$ cat src/rtl/vga_timing_pkg.sv
// VGA timing package: 640x480@60 defaults, derived totals and sync windows,
// counter width and the blanking-phase type shared by the sync generator.
package vga_timing_pkg;

  localparam int unsigned CntW = 10;

  // 640x480@60 defaults
  localparam int unsigned DefHVisible = 640;
  localparam int unsigned DefHFront   = 16;
  localparam int unsigned DefHSync    = 96;
  localparam int unsigned DefHBack    = 48;
  localparam int unsigned DefVVisible = 480;
  localparam int unsigned DefVFront   = 10;
  localparam int unsigned DefVSync    = 2;
  localparam int unsigned DefVBack    = 33;

  localparam int unsigned DefHTotal     = DefHVisible + DefHFront + DefHSync + DefHBack;
  localparam int unsigned DefVTotal     = DefVVisible + DefVFront + DefVSync + DefVBack;
  localparam int unsigned DefHSyncStart = DefHVisible + DefHFront;
  localparam int unsigned DefHSyncEnd   = DefHSyncStart + DefHSync;
  localparam int unsigned DefVSyncStart = DefVVisible + DefVFront;
  localparam int unsigned DefVSyncEnd   = DefVSyncStart + DefVSync;

  typedef enum logic [1:0] {
    PhActive,
    PhFront,
    PhSync,
    PhBack
  } phase_e;

  // Phase a counter position falls in; sync window is [sync_start, sync_end).
  function automatic phase_e phase_of(input logic [CntW-1:0] pos,
                                      input logic [CntW-1:0] visible,
                                      input logic [CntW-1:0] sync_start,
                                      input logic [CntW-1:0] sync_end);
    phase_e ph;
    ph = PhBack;
    if (pos < visible) begin
      ph = PhActive;
    end else if (pos < sync_start) begin
      ph = PhFront;
    end else if (pos < sync_end) begin
      ph = PhSync;
    end
    return ph;
  endfunction

endpackage

$ cat src/rtl/pixel_tick_gen.sv
// Pixel-enable divider: counts 0..CLK_DIV-1 and strobes once per wrap.
// tick_en is the combinational advance strobe used by the counters in the
// same clk; pixelTick is its registered copy for the outside world.
module pixel_tick_gen #(
  parameter int unsigned CLK_DIV = 4
) (
  input  logic clk,
  input  logic reset_n,
  output logic tick_en,
  output logic pixelTick
);

  localparam int unsigned DivW = (CLK_DIV > 1) ? $clog2(CLK_DIV) : 1;
  localparam logic [DivW-1:0] DivLast = DivW'(CLK_DIV - 1);

  logic [DivW-1:0] div_q, div_d;
  logic            pixel_tick_q;

  // Next divider value; wrap strobe when leaving the last count.
  always_comb begin
    tick_en = (div_q == DivLast);
    div_d   = tick_en ? '0 : div_q + 1'b1;
  end

  // Divider and registered strobe.
  always_ff @(posedge clk or negedge reset_n) begin
    if (!reset_n) begin
      div_q        <= '0;
      pixel_tick_q <= 1'b0;
    end else begin
      div_q        <= div_d;
      pixel_tick_q <= tick_en;
    end
  end

  assign pixelTick = pixel_tick_q;

endmodule

$ cat src/rtl/vga_sync_gen.sv
// VGA sync generator: pixel/line counters, blanking phases, registered sync
// decode and a SYNC_DELAY-stage delay line on hsync/vsync so sync lines up
// with the renderer's registered rgb. Optional frame counter output under
// VGA_FRAME_COUNT_EN.
module vga_sync_gen
  import vga_timing_pkg::*;
#(
  parameter int unsigned CLK_DIV    = 4,
  parameter int unsigned H_VISIBLE  = DefHVisible,
  parameter int unsigned H_FRONT    = DefHFront,
  parameter int unsigned H_SYNC     = DefHSync,
  parameter int unsigned H_BACK     = DefHBack,
  parameter int unsigned V_VISIBLE  = DefVVisible,
  parameter int unsigned V_FRONT    = DefVFront,
  parameter int unsigned V_SYNC     = DefVSync,
  parameter int unsigned V_BACK     = DefVBack,
  parameter int unsigned SYNC_DELAY = 1
) (
  input  logic            clk,
  input  logic            reset_n,
  output logic [CntW-1:0] x,
  output logic [CntW-1:0] y,
  output logic            videoOn,
  output logic            hsync,
  output logic            vsync,
  output logic            pixelTick,
  output logic            lineStart,
`ifdef VGA_FRAME_COUNT_EN
  output logic [15:0]     frameCount,
`endif
  output logic            frameStart
);

  localparam int unsigned HTotal = H_VISIBLE + H_FRONT + H_SYNC + H_BACK;
  localparam int unsigned VTotal = V_VISIBLE + V_FRONT + V_SYNC + V_BACK;

  localparam logic [CntW-1:0] HVis       = CntW'(H_VISIBLE);
  localparam logic [CntW-1:0] HSyncStart = CntW'(H_VISIBLE + H_FRONT);
  localparam logic [CntW-1:0] HSyncEnd   = CntW'(H_VISIBLE + H_FRONT + H_SYNC);
  localparam logic [CntW-1:0] HLast      = CntW'(HTotal - 1);
  localparam logic [CntW-1:0] VVis       = CntW'(V_VISIBLE);
  localparam logic [CntW-1:0] VSyncStart = CntW'(V_VISIBLE + V_FRONT);
  localparam logic [CntW-1:0] VSyncEnd   = CntW'(V_VISIBLE + V_FRONT + V_SYNC);
  localparam logic [CntW-1:0] VLast      = CntW'(VTotal - 1);

  if (HTotal > 1024) begin : gen_err_htotal
    $error("vga_sync_gen: H total exceeds 10-bit counter");
  end
  if (VTotal > 1024) begin : gen_err_vtotal
    $error("vga_sync_gen: V total exceeds 10-bit counter");
  end
  if (CLK_DIV < 1) begin : gen_err_clk_div
    $error("vga_sync_gen: CLK_DIV must be at least 1");
  end
  if (SYNC_DELAY > 4) begin : gen_err_sync_delay
    $error("vga_sync_gen: SYNC_DELAY must be 0..4");
  end

  logic            tick;
  logic [CntW-1:0] x_q, x_d, y_q, y_d;
  logic            line_wrap, frame_wrap;
  phase_e          h_phase_q, h_phase_d, v_phase_q, v_phase_d;
  logic            video_on_q, line_start_q, frame_start_q;
  logic            hsync_raw_q, vsync_raw_q;

  pixel_tick_gen #(
    .CLK_DIV(CLK_DIV)
  ) u_pixel_tick_gen (
    .clk      (clk),
    .reset_n  (reset_n),
    .tick_en  (tick),
    .pixelTick(pixelTick)
  );

  // Counter advance: x every tick, y on x wrap, both wrap at frame end.
  always_comb begin
    x_d        = x_q;
    y_d        = y_q;
    line_wrap  = 1'b0;
    frame_wrap = 1'b0;
    if (tick) begin
      if (x_q == HLast) begin
        x_d       = '0;
        line_wrap = 1'b1;
        if (y_q == VLast) begin
          y_d        = '0;
          frame_wrap = 1'b1;
        end else begin
          y_d = y_q + 1'b1;
        end
      end else begin
        x_d = x_q + 1'b1;
      end
    end
  end

  // Phase FSMs: horizontal steps per tick, vertical steps per line wrap.
  always_comb begin
    h_phase_d = h_phase_q;
    v_phase_d = v_phase_q;
    if (tick) begin
      h_phase_d = phase_of(x_d, HVis, HSyncStart, HSyncEnd);
    end
    if (line_wrap) begin
      v_phase_d = phase_of(y_d, VVis, VSyncStart, VSyncEnd);
    end
  end

  // Counters, phases, strobes and raw sync, all aligned to the same edge.
  always_ff @(posedge clk or negedge reset_n) begin
    if (!reset_n) begin
      x_q           <= '0;
      y_q           <= '0;
      h_phase_q     <= PhActive;
      v_phase_q     <= PhActive;
      video_on_q    <= 1'b0;
      line_start_q  <= 1'b0;
      frame_start_q <= 1'b0;
      hsync_raw_q   <= 1'b1;
      vsync_raw_q   <= 1'b1;
    end else begin
      x_q           <= x_d;
      y_q           <= y_d;
      h_phase_q     <= h_phase_d;
      v_phase_q     <= v_phase_d;
      line_start_q  <= line_wrap;
      frame_start_q <= frame_wrap;
      if (tick) begin
        video_on_q  <= (h_phase_d == PhActive) && (v_phase_d == PhActive);
        hsync_raw_q <= (h_phase_d != PhSync);
        vsync_raw_q <= (v_phase_d != PhSync);
      end
    end
  end

  if (SYNC_DELAY == 0) begin : gen_no_delay
    assign hsync = hsync_raw_q;
    assign vsync = vsync_raw_q;
  end else begin : gen_delay
    logic [SYNC_DELAY-1:0] hsync_dly_q, hsync_dly_d, vsync_dly_q, vsync_dly_d;

    // Shift raw sync one stage per clk, independent of the pixel tick.
    always_comb begin
      hsync_dly_d    = hsync_dly_q << 1;
      vsync_dly_d    = vsync_dly_q << 1;
      hsync_dly_d[0] = hsync_raw_q;
      vsync_dly_d[0] = vsync_raw_q;
    end

    // Delay stages reset high so no stale pulse escapes after reset.
    always_ff @(posedge clk or negedge reset_n) begin
      if (!reset_n) begin
        hsync_dly_q <= '1;
        vsync_dly_q <= '1;
      end else begin
        hsync_dly_q <= hsync_dly_d;
        vsync_dly_q <= vsync_dly_d;
      end
    end

    assign hsync = hsync_dly_q[SYNC_DELAY-1];
    assign vsync = vsync_dly_q[SYNC_DELAY-1];
  end

`ifdef VGA_FRAME_COUNT_EN
  logic [15:0] frame_count_q;

  // Count frame starts; updates the clk after each frameStart strobe.
  always_ff @(posedge clk or negedge reset_n) begin
    if (!reset_n) begin
      frame_count_q <= '0;
    end else if (frame_start_q) begin
      frame_count_q <= frame_count_q + 16'd1;
    end
  end

  assign frameCount = frame_count_q;
`endif

  assign x          = x_q;
  assign y          = y_q;
  assign videoOn    = video_on_q;
  assign lineStart  = line_start_q;
  assign frameStart = frame_start_q;

endmodule

$ cat config.mk
export PLATFORM = sky130hd
export DESIGN_NAME = vga_sync_gen
export DESIGN_NICKNAME = d
export VERILOG_FILES = /design/src/rtl/vga_timing_pkg.sv /design/src/rtl/pixel_tick_gen.sv /design/src/rtl/vga_sync_gen.sv
export SDC_FILE = /design/constraint.sdc
export NUM_CORES = 1
export LEC_CHECK = 0
export ABC_AREA = 0
export CAP_MARGIN = 20
export CELL_PAD_IN_SITES_DETAIL_PLACEMENT = 1
export CELL_PAD_IN_SITES_GLOBAL_PLACEMENT = 2
export CORE_UTILIZATION = 33
export CTS_CLUSTER_SIZE = 12
export DETAILED_ROUTE_END_ITERATION = 12
export PLACE_DENSITY = 0.73
export SLEW_MARGIN = 0
export SYNTH_ARGS = -nofsm -noshare
export SYNTH_HDL_FRONTEND = slang
export SYNTH_SLANG_ARGS = --single-unit
export TNS_END_PERCENT = 30
$ cat constraint.sdc
create_clock -name clk -period 3.1 [get_ports clk]
set_clock_uncertainty 0.15 [all_clocks]
set_input_delay 0.465 -clock clk [delete_from_list [all_inputs] [get_ports clk]]
set_output_delay 0.465 -clock clk [all_outputs]
set_load 0.02 [all_outputs]
==> reports/qor.csv <==
metric,value,unit
run status,completed,
max-cap violations,0,
"EDFF count, synth",0,
CP Launch Point,x[6]$_DFF_PN0_,
Final Instance Count excl. Fillers,254,
clock-pin slew on the worst setup and hold paths,70,ps
dominant register cell in the synthesized netlist,dfrtp_1,
Hold Fails Final Rpt,0,
clk buf depth,2,
vias per cell,4.88,
crit path DAT,2930,ps
"Setup Fix Bufs, Post-CTS",0,
total die area,5280,um2
Synth Cell Area,1650,um2
Synthesized Nets,157,
Congestion Overflow GR,0,
share of cells above drive strength 1,19.8,%
# clock sinks,32,
DR WL/cell,16.0,um
DRT antenna net count,0,
Slew Limit Fails,0,
post-cts sizing count,0,
CP Capture Type,flip-flop,
RSZ-0062 raised after global routing,false,
Die H,72.7,um
core footprint,4750,um2
# setup viols final,0,
Power Density,397,nW/um2
n_diodes,0,
Worst Setup EP,videoOn$_DFFE_PN0P_,
GR Util All Layers,17.7,%
IO Pins,28,
Async SR Flop Fraction,100,%
Fmax,0.346,GHz
Residual DRC,0,
"top cells by area, synth","dfrtp_1 42%, dfstp_2 6.4%, xor2_1 4.2%, ha_1 3.0%, inv_1 2.5%",
Worst R2R End,videoOn$_DFFE_PN0P_,
final worst slack,211,ps
root buffer cell,clkbuf_8,
first-pass GRT wire length,6820,um
vias in the first global route,1318,
"reg-to-reg slack, setup",210,ps
"Min Clock Period, post-route",2890,ps
RD Place Congestion,0.759,
Syn Area/Cell,10.9,um2
Cells after Synth,151,
PortBufs,27,
H-tree Lvls,2,
CP startpoint kind,flip-flop,
Core Rows,25,
antenna violations before repair,0,
clock share of power,48.6,%
worst-skew pair later-pin latency,290,ps
cts bufs inserted,5,
worst r2r src,x[6]$_DFF_PN0_,
Hold Path Class,flip-flop to flip-flop,
VDD IR-drop max,206,uV
Crit Path Max Fanout,11,
"area leader, netlist",dfrtp_1,
sequential power share,50.2,%
"FF+latch count, synth",32,
# nets final,192,
pin count of the biggest net entering global routing,33,
r2r worst-path depth,8,
switch share,21.0,%
DPL Wire Length,2860,um
switching pwr,175,uW
First-pass DRT Iterations,3,
area grow syn2layout,27.2,%
1st-iter DRT viols,41,
WS Path Type,flip-flop to flip-flop,
Worst EP required,3140,ps
Post-Place Worst Slack,230,ps
Initial Utilization,34.7,%
Yosys cell types,50,
die width,72.7,um
period utilisation layout,93.2,%
Total Wirelength,4050,um
CTS tree,yes,
Vias,1240,
sequential fraction of the synthesis area,48.9,%
top cell type's share of synthesized area,42.5,%
Ys Warns,0,
setup TNS,0,ps
Cells after DPL,246,
Slew @ Worst Pin,443,ps
Hold Buf Count CTS,0,
static leakage power,0.000897,uW
Layout Utilization,44.1,%
internal power,657,uW
Slew headroom,70.2,%
Logic pwr share,1.2,%
cells by family (layout without fill, tap and decap cells):
kind of cell	count (synthesis)	after routing	synth area share, %
AO/OA/AOI/OAI	23	23	10.9
XOR/XNOR	12	12	6.37
adder cells (fa/ha/maj)	4	4	3.04
buffers and inverters	16	52	6.15
flip-flops	32	32	48.9
multiplexers	5	5	3.41
AND/OR/NAND/NOR	59	59	21.2
synth_stat cells, types with 4 or more instances:
master   count
dfrtp_1     28
inv_1       11
nand2_1     11
nor2_1      11
xor2_1       8
a21oi_1      6
nand3_1      6
nor3_1       6
nand4_1      5
dfstp_2      4
ha_1         4
o21ai_0      4
xnor2_1      4
cells in the final DEF, fill, tap and decap left out, types with 2 or more instances in the layout:
master and n:
nand4_1 5, a21oi_1 6, mux2i_1 3, xor2_1 8
or3_1 3, buf_4 4, clkdlybuf4s50_1 27, nor4_1 2
ha_1 4, o21ai_0 4, nand3_1 6, dfrtp_1 28
xnor2_1 4, nor2_1 11, nor3_1 6, inv_1 11
o21ai_2 2, nand2_1 11, clkbuf_8 5, dfstp_2 4
layer usage:
metal | share of wire (%) | global-route usage (%)
met5 | 0 | 0
met4 | 1.5 | 6.54
met3 | 3.1 | 4.42
met2 | 48 | 28.6
met1 | 48 | 23.0
worst max-delay path, stage by stage (launching register included):
cell and delay [ps]:
dfrtp_1 430, or3b_4 440, or4_4 610, or3_1 400, o21ai_2 90, nor4b_2 220, o21a_2 180, inv_2 40
o32ai_2 240
flip-flops by register name, summed over array words and instances, names as in the netlist:
register	flops
frameStart	1
vsync	1
gen_delay.hsync_dly_d	1
u_pixel_tick_gen.div_q	2
v_phase_q	2
u_pixel_tick_gen.pixelTick	1
x	10
lineStart	1
gen_delay.vsync_dly_d	1
videoOn	1
hsync	1
y	10
power by group through the flow:
stage                     registers [uW]  logic, uW  clock network (uW)
after floorplan                      425   0.000334                   0
after global placement               425       10.9                   0
after detailed placement             425       11.2                   0
after CTS                            417       11.2                 415
after global routing                 417       12.1                 437
final                                418       10.0                 404
worst min-delay path by stage:
| stage | endpoint | from | cells after the start | slack (ps) |
|---|---|---|---|---|
| finish | vsync$_DFF_PN1_ | gen_delay.vsync_dly_d$_DFFE_PN1P_ | 0 | 220 |
| global route | hsync$_DFF_PN1_ | gen_delay.hsync_dly_d$_DFFE_PN1P_ | 0 | 230 |
| CTS | hsync$_DFF_PN1_ | gen_delay.hsync_dly_d$_DFFE_PN1P_ | 0 | 220 |
| detailed placement | hsync$_DFF_PN1_ | gen_delay.hsync_dly_d$_DFFE_PN1P_ | 0 | 210 |
| global placement | hsync$_DFF_PN1_ | gen_delay.hsync_dly_d$_DFFE_PN1P_ | 0 | 210 |
| floorplan | frameStart$_DFF_PN0_ | reset_n | 0 | 20 |
per-stage QoR:
step	cell area [um2]	power [uW]	hold WS [ps]
after floorplan	1650	425	19.4
after global placement	1990	436	208
after detailed placement	1990	437	210
after CTS	2100	844	221
after global routing	2100	866	226
final	2100	832	222
layout make-up:
type                            instances  area [um2]
Multi-Input combinational cell        103         742
Clock buffer                            5        68.8
Timing Repair Buffer                   31         300
Clock inverter                          3        42.5
Fill cell                             563        2660
Sequential cell                        32         806
Inverter                               13        53.8
Tap cell                               67        83.8
Note: power is estimated with default switching activity, not from simulation.
